===== src/rtl/csa_resolver.sv =====
// Resolves a redundant (sum, carry) vector pair into one binary result,
// propagating the carry through one CHUNK-bit slice per clock.
module csa_resolver #(
  parameter int WIDTH = 8,
  parameter int CHUNK = 2
) (
  input  logic             clk,
  input  logic             rst,
  input  logic             in_valid,
  output logic             in_ready,
  input  logic [WIDTH-1:0] s_vec,
  input  logic [WIDTH-1:0] c_vec,
  output logic             out_valid,
  input  logic             out_ready,
  output logic [WIDTH:0]   result,
  output logic             busy
);

  localparam int NCHUNK = WIDTH / CHUNK;
  localparam int IW     = (NCHUNK > 1) ? $clog2(NCHUNK) : 1;
  localparam logic [IW-1:0] LAST_IDX = IW'(NCHUNK - 1);

  localparam logic [1:0] IDLE = 2'd0;
  localparam logic [1:0] BUSY = 2'd1;
  localparam logic [1:0] DONE = 2'd2;

  logic [1:0]       state_reg;
  logic [WIDTH-1:0] s_reg;
  logic [WIDTH-1:0] c_reg;
  logic             carry_reg;
  logic [IW-1:0]    idx_reg;
  logic [WIDTH:0]   result_reg;
  logic             out_valid_reg;

  logic [CHUNK-1:0] s_slice [NCHUNK];
  logic [CHUNK-1:0] c_slice [NCHUNK];
  logic [CHUNK:0]   slice_sum;

  // Split the latched operands into slices so the adder only ever sees CHUNK bits.
  generate
    for (genvar gi = 0; gi < NCHUNK; gi++) begin : g_slice
      assign s_slice[gi] = s_reg[gi*CHUNK +: CHUNK];
      assign c_slice[gi] = c_reg[gi*CHUNK +: CHUNK];
    end
  endgenerate

  assign slice_sum = {1'b0, s_slice[idx_reg]} + {1'b0, c_slice[idx_reg]}
                   + {{CHUNK{1'b0}}, carry_reg};

  assign in_ready  = (state_reg == IDLE);
  assign busy      = (state_reg == BUSY);
  assign out_valid = out_valid_reg;
  assign result    = result_reg;

  always_ff @(posedge clk or posedge rst) begin
    if (rst) begin
      state_reg     <= IDLE;
      s_reg         <= '0;
      c_reg         <= '0;
      carry_reg     <= 1'b0;
      idx_reg       <= '0;
      result_reg    <= '0;
      out_valid_reg <= 1'b0;
    end else begin
      case (state_reg)
        IDLE: begin
          if (in_valid) begin
            s_reg     <= s_vec;
            c_reg     <= c_vec;
            carry_reg <= 1'b0;
            idx_reg   <= '0;
            state_reg <= BUSY;
          end
        end
        BUSY: begin
          result_reg[idx_reg*CHUNK +: CHUNK] <= slice_sum[CHUNK-1:0];
          carry_reg <= slice_sum[CHUNK];
          idx_reg   <= idx_reg + IW'(1);
          if (idx_reg == LAST_IDX) begin
            result_reg[WIDTH] <= slice_sum[CHUNK];
            out_valid_reg     <= 1'b1;
            state_reg         <= DONE;
          end
        end
        DONE: begin
          // result is deliberately left intact after the handshake
          if (out_ready) begin
            out_valid_reg <= 1'b0;
            state_reg     <= IDLE;
          end
        end
        default: begin
          out_valid_reg <= 1'b0;
          state_reg     <= IDLE;
        end
      endcase
    end
  end

endmodule

===== config.mk =====
export PLATFORM = sky130hd
export DESIGN_NAME = csa_resolver
export DESIGN_NICKNAME = d
export VERILOG_FILES = /design/src/rtl/csa_resolver.sv
export SDC_FILE = /design/constraint.sdc
export NUM_CORES = 1
export LEC_CHECK = 0
export ABC_CLOCK_PERIOD_IN_PS = 2700
export BUFFER_PORTS_ARGS = -buffer_cell sky130_fd_sc_hd__buf_2
export CAP_MARGIN = 30
export CORE_MARGIN = 1.5
export CORE_UTILIZATION = 53
export DETAILED_ROUTE_END_ITERATION = 12
export PLACE_DENSITY = 0.78
export SYNTH_ARGS = -nofsm -noshare
export SYNTH_HDL_FRONTEND = slang
export SYNTH_SLANG_ARGS = --single-unit

===== constraint.sdc =====
create_clock -name clk -period 2.7 [get_ports clk]
set_clock_uncertainty 0.05 [all_clocks]
set_input_delay 0.27 -clock clk [delete_from_list [all_inputs] [get_ports clk]]
set_output_delay 0.27 -clock clk [all_outputs]
set_load 0.02 [all_outputs]

==> results of run 1 <==
per-layer routing:
metal | GRT usage, % | vias up | part of all wire, %
met5 | 0 | - | 0
met4 | 7.82 | 0 | 1.8
met3 | 7.44 | 7 | 4.8
met2 | 31.6 | 27 | 50
met1 | 24.1 | 498 | 44
li1 | - | 479 | -
worst reg2reg max path: stages (launching register included):
cell and delay [ns]:
dfrtp_1 0.44, mux4_1 0.60, fa_1 0.43, fa_1 0.40, nand2_1 0.08, o21ai_1 0.05
mux2_1 0.28
per-stage QoR:
stage	total power (uW)	instance area, um^2	std cells	setup WS, ns	utilization, %
final	2180	1750	181	0.255	64.1
after global routing	2370	1750	181	0.103	64.1
after CTS	2200	1750	181	0.253	64.1
after detailed placement	1940	1690	172	0.270	61.9
after global placement	1890	1690	172	0.312	61.9
after floorplan	1660	1500	111	0.250	-
cells by family (layout without fill, tap and decap cells):
group                      Yosys count  count (layout)  synth area share, %
DFF                                 31              31                 51.6
and+or+nand+nor                     26              26                 9.74
muxes                               21              21                 19.7
AOI/OAI and AO/OA                   16              16                 7.66
adders and majority gates            9               9                 8.49
buffers and inverters                8              47                 2.75
placed cells by master (no fill, tap or decap), types with 2 or more instances in the layout:
master	instances
buf_4	3
ha_1	7
nand2_1	12
nor2_1	2
nand3b_1	4
clkbuf_4	5
o31ai_1	7
clkbuf_1	2
fa_1	2
inv_1	4
a22o_1	4
mux2_1	2
mux2_2	15
dfrtp_1	31
o21ai_0	3
buf_2	31
nand2b_1	3
mux4_1	4
layout make-up:
type                    count  area share, %
inverters                   4          0.857
clock buffers               7           2.57
repair buffers             35           10.7
clock inverters             1          0.286
flip-flops and latches     31           44.3
multi-input cells          72           39.1
well taps                  31           2.21
path summary, 6_finish.rpt:
check                      slack (ns)                    end  depth (start not counted)                   start
setup / recovery                 0.26  result[8]$_DFFE_PP0P_                          6  idx_reg[0]$_DFFE_PP0P_
hold reg to reg                  0.43  result[4]$_DFFE_PP0P_                          2   result[4]$_DFFE_PP0P_
max in group asynchronous        1.82   s_reg[5]$_DFFE_PP0P_                          4                     rst
hold / removal                   0.11   c_reg[6]$_DFFE_PP0P_                          2                c_vec[6]
min in group asynchronous        0.48  result[4]$_DFFE_PP0P_                          4                     rst
setup reg to reg                 0.26  result[8]$_DFFE_PP0P_                          6  idx_reg[0]$_DFFE_PP0P_
power breakdown:
| part | internal [uW] | total (uW) | switching, uW |
|---|---|---|---|
| clock | 101 | 257 | 156 |
| sequential | 682 | 836 | 154 |
| combinational | 504 | 1090 | 587 |
==> out/qor.csv, run 1 <==
stage,metric,value,unit
timing,actual slew at the worst max-slew pin,0.372,ns
logic_synthesis,most frequent cell after synthesis,dfrtp_1,
cts,worst-skew pair later-pin latency,0.33,ns
setup_path,CP most frequent cell,fa_1,
timing,setup_tns,0,ns
cts,clk buf depth,2,
setup_path,Worst Path Max Fanout,4,
timing,WHS,0.105,ns
routing,WL final,2.66,mm
cts,CTS H-tree lvls,2,
cells_and_area,share of layout cells above drive strength 1,37.3,%
outcome,outcome,completed,
worst_hold_path,Hold/Removal Path Class,input port to register,
cts,CTS tree,done,
logic_synthesis,synthesized area per cell,13.5,um^2
logic_synthesis,"top cells by area, synth","dfrtp_1 52%, mux2_2 11%, mux4_1 7.0%",
power_and_ir_drop,Max IR drop VDD,0.748,mV
routing,Residual DRC,0,
setup_path,Buf/Inv on CP,0,
cells_and_area,Storage cell area,776,um^2
timing,final worst path period share,90.5,%
routing,iteration-0 DRC count of the detailed router,18,
cells_and_area,area grow syn2layout,16.7,%
logic_synthesis,Yosys warning total,0,
cts,clock-pin slew on the worst setup and hold paths,0.09,ns
grt,vias in the first global route,1007,
cts,Hold Buf Count CTS,1,
routing,total number of vias,1011,
timing,endpoints failing setup,0,
cts,clk sinks,31,
power_and_ir_drop,leakage,0.000846,uW
setup_path,CP Capture Type,register,
routing,Routed Antenna Nets,0,
timing,final hold vios,0,
die,Die Height,56.2,um
die,FP Rows,19,
cts,total CTS buffers,5,
power_and_ir_drop,PD cells,1250,nW/um^2
cts,Root Driver,clkbuf_4,
placed_design,placed wire-length estimate,1.96,mm
die,io pins,32,
logic_synthesis,Syn Nets,140,
cells_and_area,NumNets Final,178,
grt,total global routing overflow,0,
cells_and_area,Fill cells,214,
timing,RSZ-0062 raised after global routing,no,
logic_synthesis,Synth Cell Area,1500,um^2
logic_synthesis,cells after synthesis,111,
run,number of max-cap violations,0,
cells_and_area,max reg flops,9,
logic_synthesis,number of synthesized flops with an enable pin,0,
cts,Setup Buffers After CTS,0,
die,width of the chip,56.2,um
grt,first-pass GRT wire length,4.64,mm
cts,CTS-repair resized insts,0,
timing,slew margin rel.,74.9,%
die,Starting Density,55.0,%
setup_path,Worst EP required,2.87,ns
setup_path,Arrival @ worst endpoint,2.62,ns
logic_synthesis,ys async rst share,100,%
logic_synthesis,"FF+latch count, synth",31,
setup_path,CP peak stage delay,0.60,ns
logic_synthesis,ys flop type,dfrtp_1,
logic_synthesis,register area share after synthesis,51.6,%
cells_and_area,n_diodes,0,
logic_synthesis,Yosys top cell by area,dfrtp_1,
setup_path,worst setup path class,register to register,
setup_path,startpoint types,register,
routing,Via density,5.59,
placed_design,routability cong.,0.851,
die,core area,2730,um^2
logic_synthesis,"top cells by count, synth","31 x dfrtp_1, 15 x mux2_2, 12 x nand2_1",
grt,initial antenna violation count,0,
setup_path,Crit path max-delay family,multiplexers,
routing,first-pass iteration count of the detailed router,4,
timing,fin. max-slew vios,0,
logic_synthesis,Yosys top cell area share,51.6,%
grt,All-Layer GR Usage,19.7,%
routing,drt wl/cell,14.7,um
cells_and_area,footprint of the multi-input gates,686,um^2
setup_path,cells along the critical path,"mux4_1, fa_1, fa_1, nand2_1, o21ai_1, mux2_1",
die,die area,3160,um^2
timing,clock period minus worst slack,2.44,ns
timing,f_max,409,MHz
logic_synthesis,Yosys cell types,23,
setup_path,Critical-path top delay cell,mux4_1,
grt,largest net degree at the start of global routing,32,
placed_design,PortBufs,31,
(Power assumes the default switching activity.)
==> inputs of run 2 (changes only) <==
==> constraint.sdc (replaced) <==
create_clock -name clk -period 2.7 [get_ports clk]
set_clock_uncertainty 0.05 [all_clocks]
set_input_delay 0 -clock clk [delete_from_list [all_inputs] [get_ports clk]]
set_output_delay 0 -clock clk [all_outputs]
set_load 0.02 [all_outputs]
==> run 2 against run 1 <==
Effect of this change: non-clock buffer count increased by 17; global-route usage increased by 1.7 points; die area unchanged; clock power increased by 20%; largest power group unchanged; fmax decreased by 0.13%; total power increased by 3.8%; wire length increased by 10%; critical path depth decreased by 1; register-to-register slack about the same; critical path type unchanged; count of clock-buffer cells in the layout unchanged.
==> out/qor.csv, run 2 (same netlist as run 1, synthesis figures left out) <==
stage,metric,value,unit,change
placed_design,PortBufs,31,,unchanged
worst_hold_path,Hold/Removal Path Class,input port to asynchronous set/reset pin,,
setup_path,cells along the critical path,"mux4_1, fa_1, fa_1, nand2b_1, o31ai_1",,
grt,total global routing overflow,0,,unchanged
cts,clock-pin slew on the worst setup and hold paths,0.09,ns,about the same
cts,worst-skew pair later-pin latency,0.33,ns,about the same
cells_and_area,area grow syn2layout,30.8,%,
setup_path,Worst EP required,2.90,ns,+0.03 ns
setup_path,CP Capture Type,register,,
timing,slew margin rel.,63.8,%,-11 points
timing,actual slew at the worst max-slew pin,0.543,ns,+0.171 ns
die,io pins,32,,unchanged
outcome,outcome,completed,,
timing,final worst path period share,90.7,%,+0.11 points
setup_path,CP most frequent cell,fa_1,,
setup_path,R2R setup slack,0.25,ns,about the same
setup_path,worst setup path class,register to register,,
routing,Residual DRC,0,,unchanged
placed_design,routability cong.,0.845,,-0.66%
setup_path,Arrival @ worst endpoint,2.64,ns,+0.02 ns
die,Starting Density,55.0,%,unchanged
cts,Root Driver,clkbuf_4,,
run,number of max-cap violations,0,,unchanged
cells_and_area,Post-Layout Inst Area,1970,um^2,+12%
grt,largest net degree at the start of global routing,21,,-34%
die,core area,2730,um^2,unchanged
power_and_ir_drop,Max IR drop VDD,0.779,mV,+4.1%
die,FP Rows,19,,unchanged
placed_design,area of placed instances,1710,um^2,+1.2%
grt,initial antenna violation count,0,,unchanged
grt,All-Layer GR Usage,21.4,%,+1.7 points
setup_path,startpoint types,register,,
timing,f_max,409,MHz,-0.13%
setup_path,CP peak stage delay,0.61,ns,about the same
routing,drt wl/cell,14.8,um,+0.55%
routing,Via density,5.40,,-3.3%
setup_path,worst r2r dst,result[5]$_DFFE_PP0P_,,
timing,endpoints failing setup,0,,unchanged
grt,vias in the first global route,1098,,+9.0%
timing,final hold vios,0,,unchanged
setup_path,Worst Path Max Fanout,4,,unchanged
power_and_ir_drop,leakage,0.000933,uW,+10%
routing,total number of vias,1069,,+5.7%
cts,clk sinks,31,,unchanged
die,width of the chip,56.2,um,unchanged
cts,CTS tree,done,,
cts,clk buf depth,2,,unchanged
cts,CTS H-tree lvls,2,,unchanged
cells_and_area,NumNets Final,195,,+9.6%
die,die area,3160,um^2,unchanged
die,Die Height,56.2,um,unchanged
routing,WL final,2.93,mm,+10%
cells_and_area,share of layout cells above drive strength 1,34.7,%,-2.6 points
setup_path,reg2reg path depth,5,,-1
cells_and_area,most frequent cells in the layout,"31 x dfrtp_1, 31 x buf_2, 18 x dlygate4sd3_1, 15 x mux2_2, 12 x nand2_1",,
cts,total CTS buffers,5,,unchanged
setup_path,Reg-to-Reg Start,idx_reg[0]$_DFFE_PP0P_,,
timing,clock period minus worst slack,2.45,ns,+0.00306 ns
power_and_ir_drop,PD cells,1150,nW/um^2,-7.4%
timing,fin. max-slew vios,0,,unchanged
routing,iteration-0 DRC count of the detailed router,24,,+6
routing,first-pass iteration count of the detailed router,4,,unchanged
timing,RSZ-0062 raised after global routing,no,,
placed_design,placed wire-length estimate,2.07,mm,+5.5%
setup_path,Critical-path top delay cell,mux4_1,,
routing,Routed Antenna Nets,0,,unchanged
grt,first-pass GRT wire length,5.00,mm,+7.9%
cells_and_area,max reg flops,9,,unchanged
timing,setup_tns,0,ns,unchanged
cells_and_area,n_diodes,0,,unchanged
==> run 2: changes by cell type in the layout (fill, tap and decap cells not counted), sizes merged <==
cell	delta
dlygate4sd3	+17
clkinvlp	+1
clkinv	-1
==> run 2: metrics by stage <==
step                instances  utilization (%)  setup WS (ns)  hold slack, ns  total power [uW]
floorplan                 111                -          0.250          0.0535              1660
global placement          171             61.6          0.313           0.169              1890
detailed placement        172             62.7          0.253          0.0252              1960
CTS                       198             71.9          0.239           0.202              2280
global route              198             71.9         0.0898           0.233              2460
finish                    198             71.9          0.252           0.192              2270
==> run 2: timing repair <==
action,in CTS,in global routing
hold buffers,18,0
setup buffers,0,0
resized for setup,0,0
endpoints found under the hold margin,29,0
==> run 2: worst max-delay path by stage <==
stage                                 startpoint               endpoint  slack [ns]  cells after the start
final                     idx_reg[0]$_DFFE_PP0P_  result[5]$_DFFE_PP0P_        0.25                      5
after global routing      idx_reg[0]$_DFFE_PP0P_  result[7]$_DFFE_PP0P_        0.09                      5
after CTS                 idx_reg[0]$_DFFE_PP0P_  result[8]$_DFFE_PP0P_        0.24                      6
after detailed placement  idx_reg[0]$_DFFE_PP0P_  result[8]$_DFFE_PP0P_        0.25                      6
after global placement    idx_reg[0]$_DFFE_PP0P_  result[5]$_DFFE_PP0P_        0.31                      5
after floorplan           idx_reg[0]$_DFFE_PP0P_  result[5]$_DFFE_PP0P_        0.25                      6
==> run 2: metal layers <==
metal  wire length (um)  vias to the layer above  global-route usage [%]
met5                  0                        -                       0
met4                 80                        0                    9.52
met3                118                        9                    6.28
met2               1530                       31                    37.1
met1               1200                      519                    24.1
li1                   -                      510                       -
==> run 2: worst max-delay path, delay by kind of cell (launching register included) <==
kind | cells | cell delay, ns
multiplexers | 1 | 0.61
AO/OA/AOI/OAI | 1 | 0.24
AND/OR/NAND/NOR | 1 | 0.10
flip-flops | 1 | 0.43
adder cells (fa/ha/maj) | 2 | 0.94
==> run 2: where the power goes <==
group          internal (uW)  switching (uW)
Sequential               682             158
Clock                    152             156
Combinational            524             595
Total                   1360             909
==> run 2: final cells by class <==
class,count,area [um^2]
multi-input combinational,72,686
clock inverter,1,7.51
fill,185,768
tap,31,38.8
timing repair buffer,52,378
sequential,31,776
clock buffer,7,65.1
inverter,4,15.0
